==> src/rtl/sum_seq_pkg.sv <==
// rtl/sum_seq_pkg.sv - shared types and sizing helpers for the chunked adder/subtractor
package sum_seq_pkg;

    typedef enum logic [1:0] {
        IDLE = 2'd0,
        BUSY = 2'd1,
        DONE = 2'd2
    } state_t;

    function automatic int nchunk(input int width, input int chunk);
        return width / chunk;
    endfunction

    // A single-chunk build still needs a one-bit index register.
    function automatic int idx_width(input int n);
        return (n > 1) ? $clog2(n) : 1;
    endfunction

endpackage

==> src/rtl/sum_chunk.sv <==
// rtl/sum_chunk.sv - combinational CHUNK-bit ripple adder, exposes carry into its top bit
module sum_chunk #(
    parameter int CHUNK = 4
) (
    output logic [CHUNK-1:0] sum,
    output logic             cout,
    output logic             c_msb_in,
    input  logic [CHUNK-1:0] a,
    input  logic [CHUNK-1:0] b,
    input  logic             cin
);

    always_comb begin : ripple
        logic [CHUNK:0] c;
        c    = '0;
        sum  = '0;
        c[0] = cin;
        for (int i = 0; i < CHUNK; i++) begin
            sum[i]   = a[i] ^ b[i] ^ c[i];
            c[i + 1] = (a[i] & b[i]) | (a[i] & c[i]) | (b[i] & c[i]);
        end
        cout     = c[CHUNK];
        c_msb_in = c[CHUNK - 1];
    end

endmodule

==> src/rtl/sum_seq.sv <==
// rtl/sum_seq.sv - multi-cycle WIDTH-bit adder/subtractor, one CHUNK per clock, LSB first
module sum_seq
    import sum_seq_pkg::*;
#(
    parameter int WIDTH = 16,
    parameter int CHUNK = 4
) (
    input  logic             clk,
    input  logic             rst_n,
    input  logic             start,
    input  logic             sub,
    input  logic [WIDTH-1:0] a,
    input  logic [WIDTH-1:0] b,
    input  logic             cin,
    output logic             busy,
    output logic             done,
    output logic [WIDTH-1:0] sum,
    output logic             cout,
    output logic             ovf
);

    localparam int NCHUNK = nchunk(WIDTH, CHUNK);
    localparam int IW     = idx_width(NCHUNK);

    state_t           state;
    logic [WIDTH-1:0] a_reg;
    logic [WIDTH-1:0] b_reg;
    logic             carry;
    logic [IW-1:0]    idx;

    logic [CHUNK-1:0] a_chunk;
    logic [CHUNK-1:0] b_chunk;
    logic [CHUNK-1:0] chunk_sum;
    logic             chunk_cout;
    logic             chunk_c_msb;
    logic             last;

    always_comb begin
        a_chunk = '0;
        b_chunk = '0;
        for (int k = 0; k < NCHUNK; k++) begin
            if (idx == IW'(k)) begin
                a_chunk = a_reg[k*CHUNK +: CHUNK];
                b_chunk = b_reg[k*CHUNK +: CHUNK];
            end
        end
    end

    assign last = (idx == IW'(NCHUNK - 1));

    sum_chunk #(.CHUNK(CHUNK)) u_chunk (
        .sum      (chunk_sum),
        .cout     (chunk_cout),
        .c_msb_in (chunk_c_msb),
        .a        (a_chunk),
        .b        (b_chunk),
        .cin      (carry)
    );

    // Subtraction is a + ~b + ~borrow, so B and the carry are pre-inverted at load.
    always_ff @(posedge clk or negedge rst_n) begin
        if (!rst_n) begin
            state <= IDLE;
            a_reg <= '0;
            b_reg <= '0;
            carry <= 1'b0;
            idx   <= '0;
            busy  <= 1'b0;
            done  <= 1'b0;
            sum   <= '0;
            cout  <= 1'b0;
            ovf   <= 1'b0;
        end else begin
            case (state)
                IDLE, DONE: begin
                    done <= 1'b0;
                    if (start) begin
                        a_reg <= a;
                        b_reg <= b ^ {WIDTH{sub}};
                        carry <= sub ^ cin;
                        idx   <= '0;
                        sum   <= '0;
                        busy  <= 1'b1;
                        state <= BUSY;
                    end else begin
                        busy  <= 1'b0;
                        state <= IDLE;
                    end
                end
                BUSY: begin
                    for (int k = 0; k < NCHUNK; k++) begin
                        if (idx == IW'(k)) begin
                            sum[k*CHUNK +: CHUNK] <= chunk_sum;
                        end
                    end
                    carry <= chunk_cout;
                    idx   <= idx + IW'(1);
                    if (last) begin
                        cout  <= chunk_cout;
                        ovf   <= chunk_c_msb ^ chunk_cout;
                        busy  <= 1'b0;
                        done  <= 1'b1;
                        state <= DONE;
                    end
                end
                default: begin
                    busy  <= 1'b0;
                    done  <= 1'b0;
                    state <= IDLE;
                end
            endcase
        end
    end

endmodule

==> config.mk <==
export PLATFORM = sky130hd
export DESIGN_NAME = sum_seq
export DESIGN_NICKNAME = d
export VERILOG_FILES = /design/src/rtl/sum_seq_pkg.sv /design/src/rtl/sum_chunk.sv /design/src/rtl/sum_seq.sv
export SDC_FILE = /design/constraint.sdc
export NUM_CORES = 1
export LEC_CHECK = 0
export CAP_MARGIN = 15
export CORE_MARGIN = 2
export CORE_UTILIZATION = 46
export CTS_CLUSTER_DIAMETER = 50
export DETAILED_ROUTE_END_ITERATION = 10
export GPL_TIMING_DRIVEN = 0
export PLACE_DENSITY = 0.83
export SLEW_MARGIN = 20
export SYNTH_ARGS = -nofsm -noshare
export SYNTH_HDL_FRONTEND = slang
export SYNTH_HIERARCHICAL = 1
export SYNTH_SLANG_ARGS = --single-unit
==> constraint.sdc <==
create_clock -name clk -period 2.9 [get_ports clk]
set_clock_uncertainty 0.1 [all_clocks]
set_input_delay 0.435 -clock clk [delete_from_list [all_inputs] [get_ports clk]]
set_output_delay 0.435 -clock clk [all_outputs]
set_load 0.03 [all_outputs]
Word level (Yosys, flattened, before mapping)
Index checks and enable logic that the tools add are counted.
Storage, ports and cells
  output and inout port bits: 20
  register bits after elaboration: 57
  memories kept: 0
  bits in read-only memories: 0
  latch bits: 0
  memory bits (writable): 0
  input port bits: 37
Cells by class
  equality and inequality tests: 10
  div/mod/pow operators: 0
  multiplexer cells: 26
  shift-type cells: 0
  multiply operators: 0
  bitwise logic cells: 31
  $add $sub $neg: 1
  reductions and logical operators: 11
  $lt $le $gt $ge: 0
Operators by type and width (number)
  $mux 4: 12
  $pmux 16 s2: 1
  $mux 16: 1
  $xor 16x16->16: 1
  $and 1x1->1: 12
  $reduce_and 3->1: 4
  $ne 2x2->1 const B: 5
  $xor 1x1->1: 10
  $or 1x1->1: 8
  $pmux 2 s2: 2
  $eq 2x2->1 const B: 3
  $mux 1: 6
  $reduce_and 2->1: 3
  $eq 2x1->1 const B: 2
  $logic_not 2->1: 2
  $mux 2: 2
  $pmux 1 s2: 2
  $add 2x1->2 const B: 1
  $reduce_bool 2->1: 1
  $reduce_or 2->1: 1

Logic depth before layout (Yosys ltp)
  depth in word-level cells: 18
  mapped depth: 16
  gate-level depth less buffers: 15

Hierarchy
Netlist, hierarchy kept.
By module, submodules not included
  sum_seq: area each 2536.2 um^2, cells an instance 230, times used 1
  sum_chunk: area each 117.6 um^2, cells an instance 14, times used 1

Worst setup path after synthesis
No wires, ideal clock.
  path type: reg2reg
  from: reg idx[0]
  to: reg sum[3]
  stages on the path, launching flop included: 16
  library setup time: 0.085 ns
  buffers on the path: 0
  arrival: 2.955 ns
  path slack: -0.240 ns
  data required time: 2.715 ns
  path through: dfrtp_1 > inv_1 > ha_1 > and2b_1 > a221oi_1 > o31ai_1 > inv_1 > fa_1 > inv_1 > fa_1 > fa_1 > inv_1 > fa_1 > inv_1 > inv_1 > o21ai_0
Between the ends
  cells in the longest elaborated chain, start to end: 17
  elaborated cells on any way between the ends: 33
  those cells by class: 4 x eq/ne; 10 x mux; 17 x bitwise; 2 x reduce/logical
Ends and longest elaborated chain
  start: declaration: RTL line sum_seq.sv:29  | logic [IW-1:0] idx;
  start signal: assignment: RTL line sum_seq.sv:97  | idx <= idx + IW'(1);
  $logic_not 2->1: RTL line sum_seq.sv:42  | if (idx == IW'(k)) begin
  $mux 4 (3 in series): RTL line sum_seq.sv:42
  $mux 4 *: RTL line sum_seq.sv:42
  via a_chunk[0]: RTL line sum_seq.sv:31  | logic [CHUNK-1:0] a_chunk;
  $and 1x1->1: RTL line sum_chunk.sv:20  | c[i + 1] = (a[i] & b[i]) | (a[i] & c[i]) | (b[i] & c[i]);
  $or 1x1->1 * (2 in series): RTL line sum_chunk.sv:20
  $and 1x1->1: RTL line sum_chunk.sv:20
  $or 1x1->1: RTL line sum_chunk.sv:20
  $or 1x1->1 *: RTL line sum_chunk.sv:20
  $and 1x1->1: RTL line sum_chunk.sv:20
  $or 1x1->1: RTL line sum_chunk.sv:20
  $or 1x1->1 *: RTL line sum_chunk.sv:20
  via chunk_c_msb: RTL line sum_seq.sv:35  | logic chunk_c_msb;
  $xor 1x1->1 *: RTL line sum_chunk.sv:19  | sum[i] = a[i] ^ b[i] ^ c[i];
  via chunk_sum[3]: RTL line sum_seq.sv:33  | logic [CHUNK-1:0] chunk_sum;
  $mux 4 *: RTL line sum_seq.sv:92  | if (idx == IW'(k)) begin
  $pmux 16 s2 *: RTL line sum_seq.sv:74  | case (state)
  end signal: indexed assignment: RTL line sum_seq.sv:93  | sum[k*CHUNK +: CHUNK] <= chunk_sum;
  end: declaration: RTL line sum_seq.sv:17  | output logic [WIDTH-1:0] sum,
Mark *: on every way through the listed nets, which the timed path passes. The rest lies on a longest branch. The select of a mux whose other input is x is not followed.
A chain may end at the register's enable or synchronous reset.

Final worst setup path
  from: reg idx[1]
  to: reg sum[11]
The elaborated chain is that of the path after synthesis.

==> run summary <==
For this run, the top clock speed supported by timing is 311 MHz. After clock tree synthesis, the clock-pin slew on the worst setup and hold paths is 0.10 ns. The count of vias placed by the detailed router was 2,049; the sequential cell area was 1380 sq um. The total internal power is 0.00245 W. The placed instances occupy a cell area of 3320 sq um.

The worst path uses 111% of the clock period. The number of buffers added on ports works out to 55. The library cells used most frequently in the layout, excluding fill and tap cells, are sky130_fd_sc_hd__dfrtp_1, sky130_fd_sc_hd__clkdlybuf4s50_1, sky130_fd_sc_hd__o21ai_0, sky130_fd_sc_hd__nand2_1. Measured in cells, the most critical reg-to-reg path has a length of 15. After detailed routing, the number of remaining DRC violations is 0. The netlist uses 28 different library cells. 0 antenna diodes ended up in the layout. The core region is 5540 sq um.

The tools report the footprint of the multi-input gates as 1210 sq um. For the worst setup path, the data required time is 3.05 ns. After routing the design area is 3600 sq um. The tree built by TritonCTS fans out to 55 sinks.

Summed over all nets, the half-perimeter wirelength after detailed placement is 4320 um. The worst setup path is of the flop to flop kind. Of the total power, the share spent switching nets is 43.6%.

The final layout contains 359 nets. Ratio of cells with drive above 1 in the final layout: 22.2%. The worst setup path is captured at a flop. The first-pass GRT wire length came out at 10,100 um. The tools report the endpoint of the worst setup timing path as sum[11]. The relative contribution of sequential cells to total power was 30.5%. In this run the clock root is driven by a sky130_fd_sc_hd__clkbuf_8. For the power share of the combinational group, the log shows 58.7%. The maximum resistive drop on vdd was 0.000560 V; the count of endpoints failing setup in the final report was 7.

The routed design has 6060 um of wire. The run gives 0 as the initial antenna violation count. After detailed routing, the number of vias per cell comes to 5.29. The proportion of synthesized chip area in sequential cells is 51.9%, and the mean instance size in the synthesized netlist is 10.9 sq um. The checks that failed: negative setup slack.

The relative max-transition margin was 54.6%; the number of placement rows was 27. The longest clock path from root to sink contains 2 buffers. Yosys attributes the largest share of cell area to sky130_fd_sc_hd__dfrtp_1, sky130_fd_sc_hd__mux2_2, sky130_fd_sc_hd__o21ai_0.

Dividing the detail-routed wire length by the instance count gives 15.6 um. Setup repair after global routing could not meet its margin everywhere. The detail route stage leaves a number of antenna-violating nets equal to 0. Along the worst path, the maximum fanout reaches 4. STA classifies the critical path startpoint as a flop. For this design the total switching power over the nets is 0.00189 W. The run finished, with violations left. The run gives 1.53 nW as the standby leakage power.

From bottom edge to top edge, the die measures 80.0 um. The slowest stage of the critical path belongs to the cell sky130_fd_sc_hd__fa_1. The filler cells instantiated in the layout total 460.

For the final number of hold-violating endpoints, the log shows 0. The pre-antenna-repair detailed-routing pass consisted of 4 iterations. Once layout is complete, the utilization of the core stands at 65.0%. For this run, the total global-route usage over all layers was measured as 20.9%. TritonCTS built the clock tree. The maximum cell stage delay along the critical path is 0.44 ns, and the number of H-tree levels is 2. The initial DRC count was 144.

The area growth from synthesis to layout is 35.7%. Setup slack after layout: -0.312 ns. sky130_fd_sc_hd__dfrtp_1 takes more of the synthesized area than any other cell. The post-synth net total is 289, and the data arrival at the endpoint of the critical path is 3.36 ns. At the pin with the least slew margin, the transition time is 0.680 ns.

The logs give 47.9% for the starting density of the core and 244 for the number of cells produced by synthesis. The share of the synthesized area in the top cell type was 51.9%. The die width works out to 80.0 um.

Among the stages of the critical path, the cell type that occurs most often is sky130_fd_sc_hd__inv_2. The via count of the first global-routing pass was 2,092; the minimum clock period was 3.21 ns. The global placer's final weighted congestion was 0.813; the power per unit of standard cell area was 1200 nW/um^2. The floorplan step defined a die boundary enclosing 6390 sq um.

The logs give 57 for the boundary pin count and 0 for the number of maximum-capacitance constraint violations. Of the total power, the clock network draws 10.8%. Worst min-delay path category: input port to async pin. Entering global routing, the biggest net connects 56 pins. The internal reg-to-reg setup slack is -0.31 ns. The most critical setup path has its startpoint at idx[1]. The launch point of the worst reg-to-reg path was idx[1]. Global routing finished with a remaining overflow of 0. The number of clock buffers added by TritonCTS is 5. The synthesized design contains 55 register bits. The cell area after synthesis was 2650 sq um. The clock reaches the later pin of the worst-skew pair after 0.31 ns.

The Yosys step of the flow raised 6 warnings. The final count of pins violating max slew is 0. The worst register-to-register path ends at sum[11]. Walking the worst path, the cells encountered are inv_2, ha_4, and2b_4, a221oi_4, o31ai_4, inv_1, fa_2, inv_2, fa_2, fa_2, inv_2, fa_1, inv_1, inv_2, o21ai_1.
==> synthesized netlist by cell type (all sizes together) <==
| library cell | number |
|---|---|
| a21oi | 3 |
| a221o | 1 |
| a221oi | 7 |
| a22o | 2 |
| and2 | 1 |
| and2b | 1 |
| buf | 10 |
| clkbuf | 4 |
| dfrtp | 55 |
| fa | 4 |
| ha | 4 |
| inv | 18 |
| mux2 | 17 |
| nand2 | 24 |
| nand2b | 2 |
| nand3 | 17 |
| nand3b | 4 |
| nor2 | 2 |
| nor2b | 8 |
| o21ai | 35 |
| o31ai | 7 |
| xnor2 | 17 |
| xor2 | 1 |
==> how the worst min path moves through the flow <==
stage	end	startpoint	slack, ns	cells after the start
after floorplan	a_reg[0]	rst_n	0.04	0
after global placement	b_reg[14]	b_reg[14]	0.36	2
after detailed placement	b_reg[6]	b_reg[6]	0.37	2
after CTS	state[1]	rst_n	0.08	1
after global routing	ovf	rst_n	0.10	1
final	state[1]	rst_n	0.05	1
==> stage by stage <==
stage	setup WS (ns)	power, W	setup TNS [ns]	hold WS, ns	instances
finish	-0.312	0.00434	-1.82	0.0471	387
global route	-0.417	0.00466	-2.57	0.105	387
CTS	-0.267	0.00419	-1.58	0.0804	387
detailed placement	-0.517	0.00347	-3.65	0.371	371
global placement	-0.423	0.00337	-17.30	0.360	371
floorplan	-0.0959	0.00272	-0.458	0.0394	244
==> layout make-up <==
cell class,instances,share of cell area (%)
plain buffers,14,4.06
clock buffers,8,2.78
inverters,18,1.95
multi-input cells,157,33.5
flip-flops and latches,55,38.2
well taps,72,2.50
repair buffers,63,17.0
==> logic make-up after synthesis <==
logic type	after synthesis	share of synthesized area [%]
AND/OR/NAND/NOR	59	11.2
AO/OA/AOI/OAI	55	12.5
flip-flops	55	51.9
buffers and inverters	32	6.41
XOR/XNOR	18	5.94
multiplexers	17	7.21
adder cells (fa/ha/maj)	8	4.90
==> metal layers <==
layer | vias up | global-route usage (%) | wire length (um)
li1 | 970 | - | -
met1 | 998 | 25.8 | 2440
met2 | 69 | 35.1 | 3130
met3 | 12 | 4.52 | 290
met4 | 0 | 9.49 | 189
met5 | - | 0 | 0
==> repair_timing <==
item	4_1_cts	5_1_grt
hold buffers	0	0
resized for setup	26	11
pin swaps	5	2
endpoints found under the setup margin	11	11
buffers inserted	8	0
==> worst max-delay path, delay by kind of cell (launching register included) <==
kind	cells	cell delay, ns
AO/OA/AOI/OAI	3	0.53
adder cells (fa/ha/maj)	5	1.45
buffers and inverters	6	0.43
flip-flops	1	0.42
AND/OR/NAND/NOR	1	0.20
==> power groups by stage <==
| stage | Clock [W] | Combinational [W] | Sequential [W] |
|---|---|---|---|
| floorplan | 0 | 0.00128 | 0.00145 |
| global placement | 0 | 0.00206 | 0.00131 |
| detailed placement | 0 | 0.00215 | 0.00133 |
| CTS | 0.000471 | 0.00240 | 0.00132 |
| global route | 0.000512 | 0.00278 | 0.00137 |
| finish | 0.000469 | 0.00255 | 0.00132 |
Note: power is estimated with default switching activity, not from simulation.
